==> src/rtl/lcd_char_sequencer.sv <==
// HD44780-style 8-bit LCD sequencer: power-on wait, init command list, then
// endless refresh of two 16-character lines from a host-writable buffer.
module lcd_char_sequencer #(
  parameter int T_PWR   = 750000,
  parameter int T_SETUP = 2,
  parameter int T_EN    = 12,
  parameter int T_HOLD  = 2,
  parameter int T_WAIT  = 2500,
  parameter int T_CLR   = 82000,
  parameter int CW      = 20
) (
  input  logic       clk,
  input  logic       rst,
  input  logic       wr_en,
  input  logic [4:0] wr_addr,
  input  logic [7:0] wr_data,
  output logic       lcd_en,
  output logic       lcd_rs,
  output logic       lcd_rw,
  output logic [7:0] lcd_db,
  output logic       lcd_rst,
  output logic       init_done,
  output logic       frame_done
);

  typedef enum logic [2:0] {S_PWR, S_SETUP, S_PULSE, S_HOLD, S_EXEC} state_t;

  state_t        state_q, state_d;
  logic [CW-1:0] cnt_q, cnt_d;
  logic [5:0]    idx_q, idx_d;
  logic          init_done_q, init_done_d;
  logic          frame_done_q, frame_done_d;
  logic          en_q, en_d;
  logic          rs_q, rs_d;
  logic [7:0]    db_q, db_d;
  logic [7:0]    char_q [32];
  logic [7:0]    char_d [32];

  logic [5:0]    nxt_idx;
  logic          nxt_init;
  logic [7:0]    nxt_byte;
  logic          nxt_rs;
  logic [CW-1:0] exec_last;
  logic          load;

  // idx counts 0..3 during init, then 0..33 per frame: 0 = 0x80, 1..16 = line 1,
  // 17 = 0xC0, 18..33 = line 2.
  always_comb begin
    nxt_idx  = '0;
    nxt_init = init_done_q;
    if (state_q != S_PWR) begin
      if (!init_done_q) begin
        if (idx_q == 6'd3) begin
          nxt_idx  = '0;
          nxt_init = 1'b1;
        end else begin
          nxt_idx = idx_q + 6'd1;
        end
      end else if (idx_q != 6'd33) begin
        nxt_idx = idx_q + 6'd1;
      end
    end

    nxt_byte = 8'h00;
    nxt_rs   = 1'b0;
    if (!nxt_init) begin
      case (nxt_idx[1:0])
        2'd0:    nxt_byte = 8'h38;
        2'd1:    nxt_byte = 8'h0C;
        2'd2:    nxt_byte = 8'h06;
        default: nxt_byte = 8'h01;
      endcase
    end else if (nxt_idx == 6'd0) begin
      nxt_byte = 8'h80;
    end else if (nxt_idx == 6'd17) begin
      nxt_byte = 8'hC0;
    end else if (nxt_idx < 6'd17) begin
      nxt_byte = char_q[5'(nxt_idx - 6'd1)];
      nxt_rs   = 1'b1;
    end else begin
      nxt_byte = char_q[5'(nxt_idx - 6'd2)];
      nxt_rs   = 1'b1;
    end
  end

  assign exec_last = (!rs_q && db_q == 8'h01) ? CW'(T_CLR - 1) : CW'(T_WAIT - 1);

  always_comb begin
    state_d      = state_q;
    cnt_d        = cnt_q + 1'b1;
    idx_d        = idx_q;
    init_done_d  = init_done_q;
    frame_done_d = 1'b0;
    en_d         = en_q;
    rs_d         = rs_q;
    db_d         = db_q;
    load         = 1'b0;
    char_d       = char_q;
    if (wr_en) char_d[wr_addr] = wr_data;

    case (state_q)
      S_PWR:   if (cnt_q == CW'(T_PWR)) load = 1'b1;
      S_SETUP: if (cnt_q == CW'(T_SETUP - 1)) begin
                 state_d = S_PULSE;
                 cnt_d   = '0;
                 en_d    = 1'b1;
               end
      S_PULSE: if (cnt_q == CW'(T_EN - 1)) begin
                 state_d = S_HOLD;
                 cnt_d   = '0;
                 en_d    = 1'b0;
               end
      S_HOLD:  if (cnt_q == CW'(T_HOLD - 1)) begin
                 state_d = S_EXEC;
                 cnt_d   = '0;
               end
      S_EXEC:  if (cnt_q == exec_last) begin
                 load         = 1'b1;
                 frame_done_d = init_done_q && (idx_q == 6'd33);
               end
      default: begin
                 state_d = S_PWR;
                 cnt_d   = '0;
                 en_d    = 1'b0;
               end
    endcase

    // The character is fetched from the pre-write buffer at SETUP entry.
    if (load) begin
      state_d     = S_SETUP;
      cnt_d       = '0;
      idx_d       = nxt_idx;
      init_done_d = nxt_init;
      db_d        = nxt_byte;
      rs_d        = nxt_rs;
    end
  end

  always_ff @(posedge clk or posedge rst) begin
    if (rst) begin
      state_q      <= S_PWR;
      cnt_q        <= '0;
      idx_q        <= '0;
      init_done_q  <= 1'b0;
      frame_done_q <= 1'b0;
      en_q         <= 1'b0;
      rs_q         <= 1'b0;
      db_q         <= '0;
      for (int unsigned i = 0; i < 32; i++) char_q[i] <= 8'h20;
    end else begin
      state_q      <= state_d;
      cnt_q        <= cnt_d;
      idx_q        <= idx_d;
      init_done_q  <= init_done_d;
      frame_done_q <= frame_done_d;
      en_q         <= en_d;
      rs_q         <= rs_d;
      db_q         <= db_d;
      char_q       <= char_d;
    end
  end

  assign lcd_en     = en_q;
  assign lcd_rs     = rs_q;
  assign lcd_rw     = 1'b0;
  assign lcd_db     = db_q;
  assign lcd_rst    = rst;
  assign init_done  = init_done_q;
  assign frame_done = frame_done_q;

endmodule

==> config.mk <==
export PLATFORM = sky130hd
export DESIGN_NAME = lcd_char_sequencer
export DESIGN_NICKNAME = d
export VERILOG_FILES = /design/src/rtl/lcd_char_sequencer.sv
export SDC_FILE = /design/constraint.sdc
export NUM_CORES = 1
export LEC_CHECK = 0
export ABC_AREA = 1
export CAP_MARGIN = 20
export CORE_MARGIN = 2
export CORE_UTILIZATION = 35
export CTS_BUF_LIST = sky130_fd_sc_hd__clkbuf_4 sky130_fd_sc_hd__clkbuf_8
export CTS_CLUSTER_DIAMETER = 50
export DETAILED_ROUTE_END_ITERATION = 8
export PLACE_DENSITY = 0.51
export SLEW_MARGIN = 40
export SYNTH_ARGS = -nofsm -noshare
export SYNTH_HDL_FRONTEND = slang
export SYNTH_SLANG_ARGS = --single-unit
export TNS_END_PERCENT = 50
==> constraint.sdc <==
create_clock -name clk -period 30.7 [get_ports clk]
set_input_delay 7.675 -clock clk [delete_from_list [all_inputs] [get_ports clk]]
set_output_delay 7.675 -clock clk [all_outputs]
set_load 0.01 [all_outputs]
==> impl_results.md <==
- Status: completed
- Netlist cell types: 47
- Synth Net Count: 2,444
- Clock Latency Late Sink: 0.68 ns
- Worst Reg-to-Reg Cells: 19
- Worst reg2reg endpoint: lcd_db[0]$_DFFE_PP0N_
- TritonCTS clock tree: yes
- Most used cell, CP: clkdlybuf4s50_1
- DRC viols: 0
- Root Driver: clkbuf_8
- Die width: 225 µm
- Setup TNS: 0 ns
- Row Count: slightly above 80
- IO buf count: 28
- Initial DRC count: 1,710
- CTS max path bufs: 3
- Final period util: between 50% and 60%
- F_max: ~60 MHz
- Ys async rst share: 100%
- Proportion of layout cells with a drive suffix above 1: ~9%
- Mux contribution to synthesized area: 0%
- CP max-delay cell: clkdlybuf4s50_1
- CTS sink count: 297
- Via/cell ratio: 5.49
- Critical path's largest stage delay: 0.64 ns
- Relative slew slack: 41.7%
- Post-CTS Resized: 0
- Postcts setup bufs: 0
- Power density over the cells: 58.9 nW/µm²
- Worst Min Path Start: char_q[143]$_DFFE_PP0P_
- Routed wl met3: 4650 µm
- Die Ht: 225 µm
- Seq/Total Area, Yosys: 43.6%
- Leak: 0.00848 µW
- Largest family of logic cells by synthesized area: simple AND/OR/NAND/NOR gates
- IO Pins: 30
- Hold Path Cell Cnt: 2
- Endpoints failing hold: 0
- Startpoint Class: primary input
- Required time worst endpoint: 23.03 ns
- Top delay family on crit path: buffers and inverters
- First drt pass iteration count: 6
- Synth Warn #: 0
- Final setup fails: 0
- XOR/XNOR share of the synthesized area: 0.562%
- Vias: approximately 17,000
- Metal2 WL: 27,100 µm
- Syn-to-layout area delta: 11.4%
- Post-route ant nets: 0
- Post-CTS Hold Fix Bufs: 0
- Ys flop type: dfrtp_1
- Setup ws final: 14.11 ns
- CTS buffer count: just under 60
- Crit path DAT: ~8.9 ns
- Reg2reg setup slack: 24.60 ns
- Reg2reg start: idx_q[0]$_DFFE_PP0N_
- Clock transition at the registers of the reported paths: 0.06 ns
- Buf/Inv on CP: 2
- Post-synthesis compound-gate area fraction: 12.7%
- Worst Tran Pin Value: 0.874 ns
- Layout Nets: 2,396
- Inserted Diodes: 0
- Met1 wire length: 27,500 µm
- HP Class: reg -> reg
- Post-synthesis simple-gate area fraction: 34.6%
- Hold Crit Endpoint: char_q[143]$_DFFE_PP0P_
- First-pass GRT wire length: 94,000 µm
- Critical Path Source: rst
- Peak supply drop: 0.0292 mV
- Post-Syn Area: 17,100 µm²
- RSZ-0062 raised after global routing: no
- Clock Skews: 0.0206 ns
- Post-Syn Instances: 2,417
- Vias in the first global route: 15,599
- Die ar.: 50,700 µm²
- Initial antenna violation count: 1
- Max FO, Critical Path: 2
- Worst-path cell chain: clkdlybuf4s50_1 > clkdlybuf4s50_1
- Post-synthesis register bit count: 297
- Overall Global Routing Usage: 24.4%
- Core Region: 48,600 µm²
- Adder-Cell Fraction of Synth Area: 0.803%
- Final std cells w/o fill: about 3,000
- Post-synth EDFFs: 0
- Fin. max-slew vios: 0
- Grt ovf: 0
- Post-Route WL: approximately 61,000 µm
- DPL Wire Length: 36,100 µm
- DP Worst Slack: 14.10 ns
- Gpl congestion: ~0.87
- Syn avg cell area: 7.09 µm²
- Mean routed wirelength per cell: 20.2 µm
- CP Class: in -> out
- Highest routed layer: met5
- Final min period: 16.59 ns
- H-tree Lvls: 2
- # placed instances: 2,930
- Largest net degree at the start of global routing: approximately 130
- Max-cap viol count: 0
- Initial Utilization: 35.2%
- Worst setup EP type: output pin
sequential cells by signal (all words and copies together) (netlist names):
name / flops
char_q: 256
cnt_q: 20
lcd_db: 8
idx_q: 6
state_q: 3
frame_done: 1
init_done: 1
lcd_en: 1
lcd_rs: 1
synth_stat cells (3+ instances only):
master,count,area (µm²)
o21ai_1,3,15.0
a21oi_1,87,435
nor4_1,8,50.1
nor2_2,3,18.8
xor2_1,4,35.0
o21ai_0,313,1570
dfstp_2,32,841
inv_2,4,15.0
nor3_1,26,130
buf_1,6,22.5
nor2_8,3,60.1
nor2_1,95,357
nand2_1,754,2830
dfrtp_1,265,6630
ha_1,11,138
inv_1,139,522
o211ai_1,12,90.1
nand2_2,9,56.3
nand4_1,8,50.1
clkbuf_1,98,368
buf_2,36,180
buf_4,24,180
nand3_1,447,2240
how the worst max path moves through the flow:
stage                                  to  slack [ns]  cells after the start
floorplan           char_q[0]$_DFFE_PP0P_       14.87                      1
CTS                               lcd_rst       14.10                      2
detailed placement                lcd_rst       14.10                      2
global route                      lcd_rst       14.08                      2
global placement                  lcd_rst       14.17                      2
finish                            lcd_rst       14.11                      2
kinds of logic (layout without fill, tap and decap cells):
kind of cell | after synthesis | in the layout
AND/OR/NAND/NOR | 1366 | 1366
AO/OA/AOI/OAI | 424 | 424
buffers and inverters | 310 | 312
flip-flops | 297 | 297
adder cells (fa/ha/maj) | 11 | 11
XOR/XNOR | 8 | 8
other | 1 | 1
power by group:
group / internal (µW) / switching (µW) / leakage [µW] / total [µW]
logic: 62.8 / 99.2 / 0.00401 / 162
registers: 464 / 45.2 / 0.00375 / 509
clock network: 269 / 185 / 0.000715 / 454
total: 795 / 329 / 0.00848 / 1120
through the flow:
| stage | hold slack, ns | util (%) | total power [µW] | instance area (µm²) |
|---|---|---|---|---|
| after floorplan | 0.453 | - | 625 | 17100 |
| after global placement | 0.468 | 36.3 | 669 | 17700 |
| after detailed placement | 0.474 | 36.5 | 675 | 17700 |
| after CTS | 0.488 | 39.2 | 1140 | 19100 |
| after global routing | 0.509 | 39.2 | 1190 | 19100 |
| final | 0.483 | 39.2 | 1120 | 19100 |
metal layers:
layer	vias up	GRT usage, %
li1	7910	-
met5	-	0
met1	8006	33.6
met2	651	37.8
met3	125	4.78
met4	2	9.02
cell usage in the layout (no fill, tap or decap), types with 29 or more instances in the layout:
cell,instances
nand2_1,753
a21oi_1,87
nand3_1,447
nor2_1,91
dfstp_2,32
inv_1,134
clkbuf_4,29
clkbuf_8,71
dfrtp_1,265
o21ai_0,313
layout make-up:
class	count	area, µm²
clock buffer	100	1190
clock inverter	10	133
fill	5122	29600
inverter	144	559
multi-input combinational	1810	8380
sequential	297	7470
tap	622	778
timing repair buffer	58	571
(Power assumes the default switching activity.)
